--- src/rtl/frame_swap_ctrl.sv ---
// Ping-pong frame buffer controller: fills one FIFO bank while the LED driver plays the other.
// Optional saturating drop counter enabled by defining FRAME_SWAP_DROP_COUNT_EN.
module frame_swap_ctrl #(
  parameter int NUM_LEDS     = 170,
  parameter int BITS_PER_LED = 24
) (
  input  logic        clk,
  input  logic        reset,
  input  logic        wrStrobe,
  output logic [1:0]  wrEn,
  output logic [1:0]  rdEn,
  output logic        rdBank,
  output logic        ledStart,
  input  logic        ledRead,
  input  logic        ledFinish,
  output logic        frameReady,
  output logic        dropPulse,
  output logic [15:0] dropCount
);

  localparam int FRAME_BITS = NUM_LEDS * BITS_PER_LED;
  localparam int CW         = (FRAME_BITS > 1) ? $clog2(FRAME_BITS) : 1;
  localparam logic [CW-1:0] LAST_BIT = CW'(FRAME_BITS - 1);

  typedef enum logic [1:0] {
    IDLE  = 2'd0,
    START = 2'd1,
    PLAY  = 2'd2,
    DONE  = 2'd3
  } state_t;

  state_t        state;
  logic          rd_bank;
  logic          wr_full;
  logic [CW-1:0] wr_count;

  logic swap_now;
  logic accept;
  logic target;

  // A completed frame is handed over only when the reader is idle or has finished its frame.
  assign swap_now  = wr_full & ((state == IDLE) | (state == DONE));
  assign accept    = wrStrobe & (~wr_full | swap_now);
  assign target    = swap_now ? rd_bank : ~rd_bank;
  assign dropPulse = wrStrobe & wr_full & ~swap_now;

  // NOTE: every signal assigned in always_comb gets a default first so no latch is inferred.
  always_comb begin
    wrEn = 2'b00;
    rdEn = 2'b00;
    if (accept) wrEn[target] = 1'b1;
    case (state)
      START:   rdEn[rd_bank] = 1'b1;
      PLAY:    rdEn[rd_bank] = ledRead;
      default: rdEn = 2'b00;
    endcase
  end

  // NOTE: sequential state uses non-blocking assignments so all registers update together.
  always_ff @(posedge clk or posedge reset) begin
    if (reset) begin
      state    <= IDLE;
      rd_bank  <= 1'b0;
      wr_full  <= 1'b0;
      wr_count <= '0;
    end else begin
      if (swap_now) begin
        // The bit arriving during the swap lands in the freshly released bank as its first bit.
        rd_bank  <= ~rd_bank;
        wr_full  <= 1'b0;
        wr_count <= accept ? CW'(1) : '0;
      end else if (accept) begin
        if (wr_count == LAST_BIT) begin
          wr_count <= '0;
          wr_full  <= 1'b1;
        end else begin
          wr_count <= wr_count + 1'b1;
        end
      end

      case (state)
        IDLE:    if (swap_now) state <= START;
        START:   state <= PLAY;
        PLAY:    if (ledFinish) state <= DONE;
        DONE:    if (swap_now) state <= START;
        default: state <= IDLE;
      endcase
    end
  end

  assign rdBank     = rd_bank;
  assign ledStart   = (state == START);
  assign frameReady = wr_full;

`ifdef FRAME_SWAP_DROP_COUNT_EN
  logic [15:0] drop_count;

  always_ff @(posedge clk or posedge reset) begin
    if (reset) begin
      drop_count <= 16'd0;
    end else if (dropPulse && (drop_count != 16'hFFFF)) begin
      drop_count <= drop_count + 16'd1;
    end
  end

  assign dropCount = drop_count;
`else
  assign dropCount = 16'd0;
`endif

endmodule

--- config.mk ---
export PLATFORM = sky130hd
export DESIGN_NAME = frame_swap_ctrl
export DESIGN_NICKNAME = d
export VERILOG_FILES = /design/src/rtl/frame_swap_ctrl.sv
export SDC_FILE = /design/constraint.sdc
export NUM_CORES = 1
export LEC_CHECK = 0
export ABC_AREA = 0
export CORE_MARGIN = 2
export CORE_UTILIZATION = 42
export CTS_CLUSTER_SIZE = 20
export DETAILED_ROUTE_END_ITERATION = 16
export PLACE_DENSITY = 0.74
export REMOVE_ABC_BUFFERS = 1
export SLEW_MARGIN = 20
export SYNTH_ARGS = -nofsm -noshare
export SYNTH_HDL_FRONTEND = slang
export SYNTH_SLANG_ARGS = --single-unit
--- constraint.sdc ---
create_clock -name clk -period 1.81 [get_ports clk]
set_clock_uncertainty 0.05 [all_clocks]
set_input_delay 0.362 -clock clk [delete_from_list [all_inputs] [get_ports clk]]
set_output_delay 0.362 -clock clk [all_outputs]
set_load 0.02 [all_outputs]
## Word level (Yosys, flattened, before mapping)

Index checks and enable logic that the tools add are counted.

| storage, ports and cells | value |
|---|---|
| flip-flop bits (word level) | 16 |
| bits of input ports | 5 |
| output and inout bits | 24 |
| word-level logic and storage cells | 50 |

| operators by class | value |
|---|---|
| add/subtract/negate cells | 1 |
| order comparisons | 4 |
| equal/unequal tests | 6 |
| mux-type cells | 17 |
| bitwise operators | 10 |
| reduce and logical (&&, ||, !) cells | 8 |

Operators with widths:

| kind | count |
|---|---|
| 12-bit 2-to-1 mux | 3 |
| 12-bit by 1-bit adder with 12-bit output (second input constant) | 1 |
| 12-bit == test (second input constant) | 1 |
| 1-bit 2-to-1 mux | 7 |
| 2-bit 2-to-1 mux | 3 |
| 2-bit one-hot mux with 3 select lines | 1 |
| 1-bit AND | 4 |
| 2-bit == test (second input constant) | 2 |
| 1-bit by 2-bit < comparator with 1-bit output (second input constant) | 2 |
| 2-bit one-hot mux with 2 select lines | 1 |
| 2-bit AND reduction | 2 |
| 2-bit nonzero test | 2 |
| 1-bit NOT | 3 |
| 2-bit AND | 1 |
| 1-bit demux with 1-bit select | 2 |
| 2-bit by 1-bit == test with 1-bit output (second input constant) | 1 |
| 1-bit >= comparator (second input constant) | 2 |
| 1-bit logical AND | 2 |
| 2-bit logical NOT | 1 |
| 2-bit by 1-bit != test with 1-bit output (second input constant) | 1 |
| 2-bit != test (second input constant) | 1 |
| 1-bit bitwise OR | 2 |
| 2-bit OR reduction | 1 |

## Logic depth before layout (Yosys ltp)

| logic depth | value |
|---|---|
| depth after elaboration | 9 |
| depth in mapped cells | 7 |
| depth with buffers taken out | 6 |

## Worst setup path after synthesis

OpenSTA, ideal clock, no wires.

| timing path | value |
|---|---|
| path type | register to register |
| from | register state[0] |
| to | register wr_count[11] |
| library setup time | 0.080 ns |
| arrival time | 1.802 ns |
| data required time | 1.680 ns |
| slack | -0.122 ns |
| cell stages (with the launch flop) | 8 |
| path buffers | 1 |
| period minus slack after synthesis | 1.932 ns |
| cell sequence | dfrtp_1 -> inv_1 -> ha_1 -> buf_4 -> mux2i_1 -> or3b_1 -> or3_1 -> a21oi_1 |

| between the ends | value |
|---|---|
| word-level cells in the longest chain between the ends | 6 |
| elaborated cells on any way between the ends | 8 |
| classes of those cells | eq/ne (1); mux (1); bitwise (4); reduce/logical (2) |

Ends and longest elaborated chain:

| item | RTL line | text |
|---|---|---|
| start: declaration | 32 | `state_t state;` |
| start signal: assignment | 62 | `state <= IDLE;` |
| start signal: assignment | 82 | `IDLE: if (swap_now) state <= START;` |
| start signal: assignment | 83 | `START: state <= PLAY;` |
| 2-bit == test / 2-bit logical NOT (equally long branches) | 42 | `assign swap_now = wr_full & ((state == IDLE) \| (state == DONE));` |
| 1-bit bitwise OR * | 42 |  |
| 1-bit AND * | 42 |  |
| 1-bit bitwise OR | 43 | `assign accept = wrStrobe & (~wr_full \| swap_now);` |
| 1-bit AND | 43 |  |
| 2-bit nonzero test (no source line) | n/a |  |
| end signal: assignment | 71 | `wr_count <= accept ? CW'(1) : '0;` |
| end signal: assignment | 77 | `wr_count <= wr_count + 1'b1;` |
| end: declaration | 35 | `logic [CW-1:0] wr_count;` |

Mark *: on every way between the ends. The rest lies on a longest branch, timed or not.
A chain may end at the register's enable or synchronous reset.

## Final worst setup path

| timing path | value |
|---|---|
| from | register state[1] |
| to | output port wrEn[0] |

| between the ends | value |
|---|---|
| word-level cells in the longest chain between the ends | 9 |
| elaborated cells on any way between the ends | 13 |
| classes of those cells | order compare (2); eq/ne (1); mux (4); bitwise (4); reduce/logical (2) |

Ends and longest elaborated chain:

| item | RTL line | text |
|---|---|---|
| 2-bit == test / 2-bit logical NOT (equally long branches) | 42 |  |
| 1-bit bitwise OR * | 42 |  |
| 1-bit AND * | 42 |  |
| 1-bit 2-to-1 mux | 44 | `assign target = swap_now ? rd_bank : ~rd_bank;` |
| 1-bit by 2-bit < comparator with 1-bit output (implied by the code) / 1-bit >= comparator (equally long branches) | 51 | `if (accept) wrEn[target] = 1'b1;` |
| 1-bit logical AND (implied by the code) | 51 |  |
| 1-bit 2-to-1 mux (implied by the code) | 51 |  |
| 1-bit demux with 1-bit select | 51 |  |
| 2-bit 2-to-1 mux * | 51 |  |
| end: declaration | 10 | `output logic [1:0] wrEn,` |

Marks and branches as above.

==> results.md <==
- Final Hold Fails: 0
- Final ANT Viol Nets: 0
- RSZ-0062 raised after global routing: true
- FF-to-FF path depth: 6
- Post-Syn Instances: ~120
- Library cells used by synthesis: 35
- CTS Root Cell: clkbuf_4
- Post-synthesis register bit count: 16
- DIE HEIGHT: 53.5 um
- Syn_area_per_cell: 8.73 um2
- Inserted Clock Buffers: 3
- Setup slack after layout: -63.0 ps
- Max Cap Viol: 0
- Worst path required time: 1400 ps
- Worst Path Arrival: 1460 ps
- Pin count of the biggest net entering global routing: 17
- # port buffers: 12
- Core Rows: 17
- Fmax: 534 MHz
- Initial antenna violation count: 0
- Share of cells above drive strength 1: 26.5%
- Area of the multi-input gates: 588 um2
- EDFF count, synth: 0
- Top Ports: 29
- Mapped cell area: 1030 um2
- Diodes inserted: 0
- Crit path launch type: register
- Worst-path clk slew: roughly 90 ps
- Leak: slightly above 0.0006 uW
- Number of max-slew violations in the final report: 0
- Grt total ovfl: 0
- Top cells by area, synth: dfrtp_1 39%, buf_4 12%, xnor2_1 5.1%, nor2_1 4.4%, ha_1 3.6%
- CTS tree: built
- RePlAce Congestion: 0.828
- Die width: 53.5 um
- DRC violations left: 0
- Most frequent cells in the layout: 16 x conb_1, 16 x buf_4, 15 x dfrtp_1, 11 x nor2_1
- HPWL Detailed: 1580 um
- Wire per inst: 12.7 um
- Crit-path max FO: 6
- Crit share post-route: 103%
- Reg-to-Reg End: wr_count[11]$_DFFE_PP0P_
- Area growth syn-to-layout: 27.3%
- Vias in the first global route: 880
- Sequential share of the synthesized area: roughly two fifths
- Final min period: about 1900 ps
- Asr flop ratio synth: 100%
- Worst hold path type: in -> async
- Yosys top cell area share: around two fifths
- Initial drt markers: 18
- Clock power frac: 18.0%
- RR Startpoint: state[1]$_DFFE_PP0P_
- Layout Cells excl Fill: 175
- Register area: ~400 um2
- Core Area: 2250 um2
- Vias: 891
- Power density cells: 996 nW/um2
- Clock Path Buffers: 2
- Ys Warns: 0
- Post-layout util: approximately three fifths
- WHS: 325 ps
- First-pass GRT wire length: 3590 um
- GRT Total Usage: 17.2%
- Starting Density: 45.7%
- Max IR drop VDD: 0.000903 V
- # clock sinks: 16
- Gate power share: 41.1%
- First-pass detailed-route iteration total: 4
- Fillcell total: 205
- Die area: 2860 um2
- Critical Path End Type: primary output
- Clock latency on the worst-skew pair: 290 ps
- CP Class: reg -> out
- Sequential Power Share: a little over 40%
- WL final: 2220 um
- Reg2Reg Setup Slack: -50 ps
- Failing checks: negative setup slack
- Synth Flop Type: dfrtp_1
- Status: complete, but fails checks
- Total internal power: 812 uW
- Dpl cells: 170
- # H-tree levels: 1
- Post-synth top area cell: dfrtp_1
- Final setup vio count: 4
- Final nets: 156
- Vias per cell: 5.09
- Switch Pwr: 494 uW
- Sw Ratio: a little under two fifths
-- timing repair --
item | 4_1_cts | 5_1_grt
gates resized for setup | 35 | 11
pin swaps | 3 | 3
setup buffers | 1 | 0
hold endpoints to repair | 0 | 0
setup endpoints to repair | 12 | 14
hold buffers | 0 | 0
-- per-layer routing --
layer | part of all wire (%) | track usage, % | up-vias
li1 | - | - | 430
met1 | 41 | 20.2 | 432
met2 | 52 | 28.8 | 26
met3 | 5.5 | 4.52 | 3
met4 | 0.86 | 8.55 | 0
met5 | 0 | 0 | -
-- worst max-delay path, stage by stage, from the launching register on --
cell and delay (ps):
dfrtp_1 420, ha_4 320, nand2_2 70, nor2_2 100, a21oi_1 40, nor2_1 80, buf_4 140
-- synthesized netlist by cell type, types with 2 or more instances --
master   number
a31oi_1       2
a21oi_1       5
xnor2_1       6
nand3_1       3
ha_1          3
o21ai_1       4
xor2_1        3
nand2_1       6
buf_4        17
and3_1        3
nor3_1        5
inv_1         6
nand4_1       4
nor2_1       12
nor4_1        2
dfrtp_1      16
o21ai_0       3
-- cell type report --
| type | instances | share of cell area, % |
|---|---|---|
| multi-input combinational | 91 | 44.8 |
| tap | 28 | 2.67 |
| sequential | 16 | 30.6 |
| timing repair buffer | 28 | 16.8 |
| inverter | 8 | 2.29 |
| clock buffer | 4 | 2.77 |
-- kinds of logic (layout without fill, tap and decap cells) --
| kind of cell | Yosys count | in the layout | synth area share [%] |
|---|---|---|---|
| AOI/OAI and AO/OA | 18 | 18 | 10.1 |
| xor gates and xnor gates | 9 | 9 | 7.66 |
| adders and majority gates | 3 | 3 | 3.65 |
| buffers and inverters | 26 | 40 | 15.7 |
| DFF | 16 | 16 | 38.9 |
| muxes | 2 | 2 | 2.07 |
| other | 1 | 16 | 0.364 |
| and+or+nand+nor | 43 | 43 | 21.6 |
-- state kept, by name, indices dropped and copies added (netlist names) --
name        count
frameReady      1
rdBank          1
state           2
wr_count       12
-- how the worst max path moves through the flow --
stage                         start                        to  slack, ps  depth (start not counted)
2_1_floorplan  state[0]$_DFFE_PP0P_  wr_count[11]$_DFFE_PP0P_       -170                          6
3_3_place_gp                ledRead                   rdEn[1]       -290                          4
3_5_place_dp               wrStrobe                 dropPulse       -310                          4
4_1_cts        state[1]$_DFFE_PP0P_                   wrEn[0]        -70                          6
5_1_grt        state[1]$_DFFE_PP0P_                   wrEn[0]       -140                          6
6_report       state[1]$_DFFE_PP0P_                   wrEn[0]        -60                          6
-- power groups by stage --
stage | Sequential, uW | Clock (uW) | Combinational [uW]
after floorplan | 534 | 0 | 276
after global placement | 527 | 0 | 462
after detailed placement | 534 | 0 | 476
after CTS | 527 | 240 | 514
after global routing | 546 | 252 | 592
final | 535 | 235 | 537
-- through the flow --
stage	setup slack, ps	setup TNS [ps]	power [uW]	instance area, um2
global placement	-288	-1800	989	1220
CTS	-67.6	-103	1280	1260
finish	-63.0	-132	1310	1310
detailed placement	-313	-2050	1010	1220
global route	-140	-482	1390	1310
floorplan	-172	-172	810	955
Power figures use the tool's default switching activity.
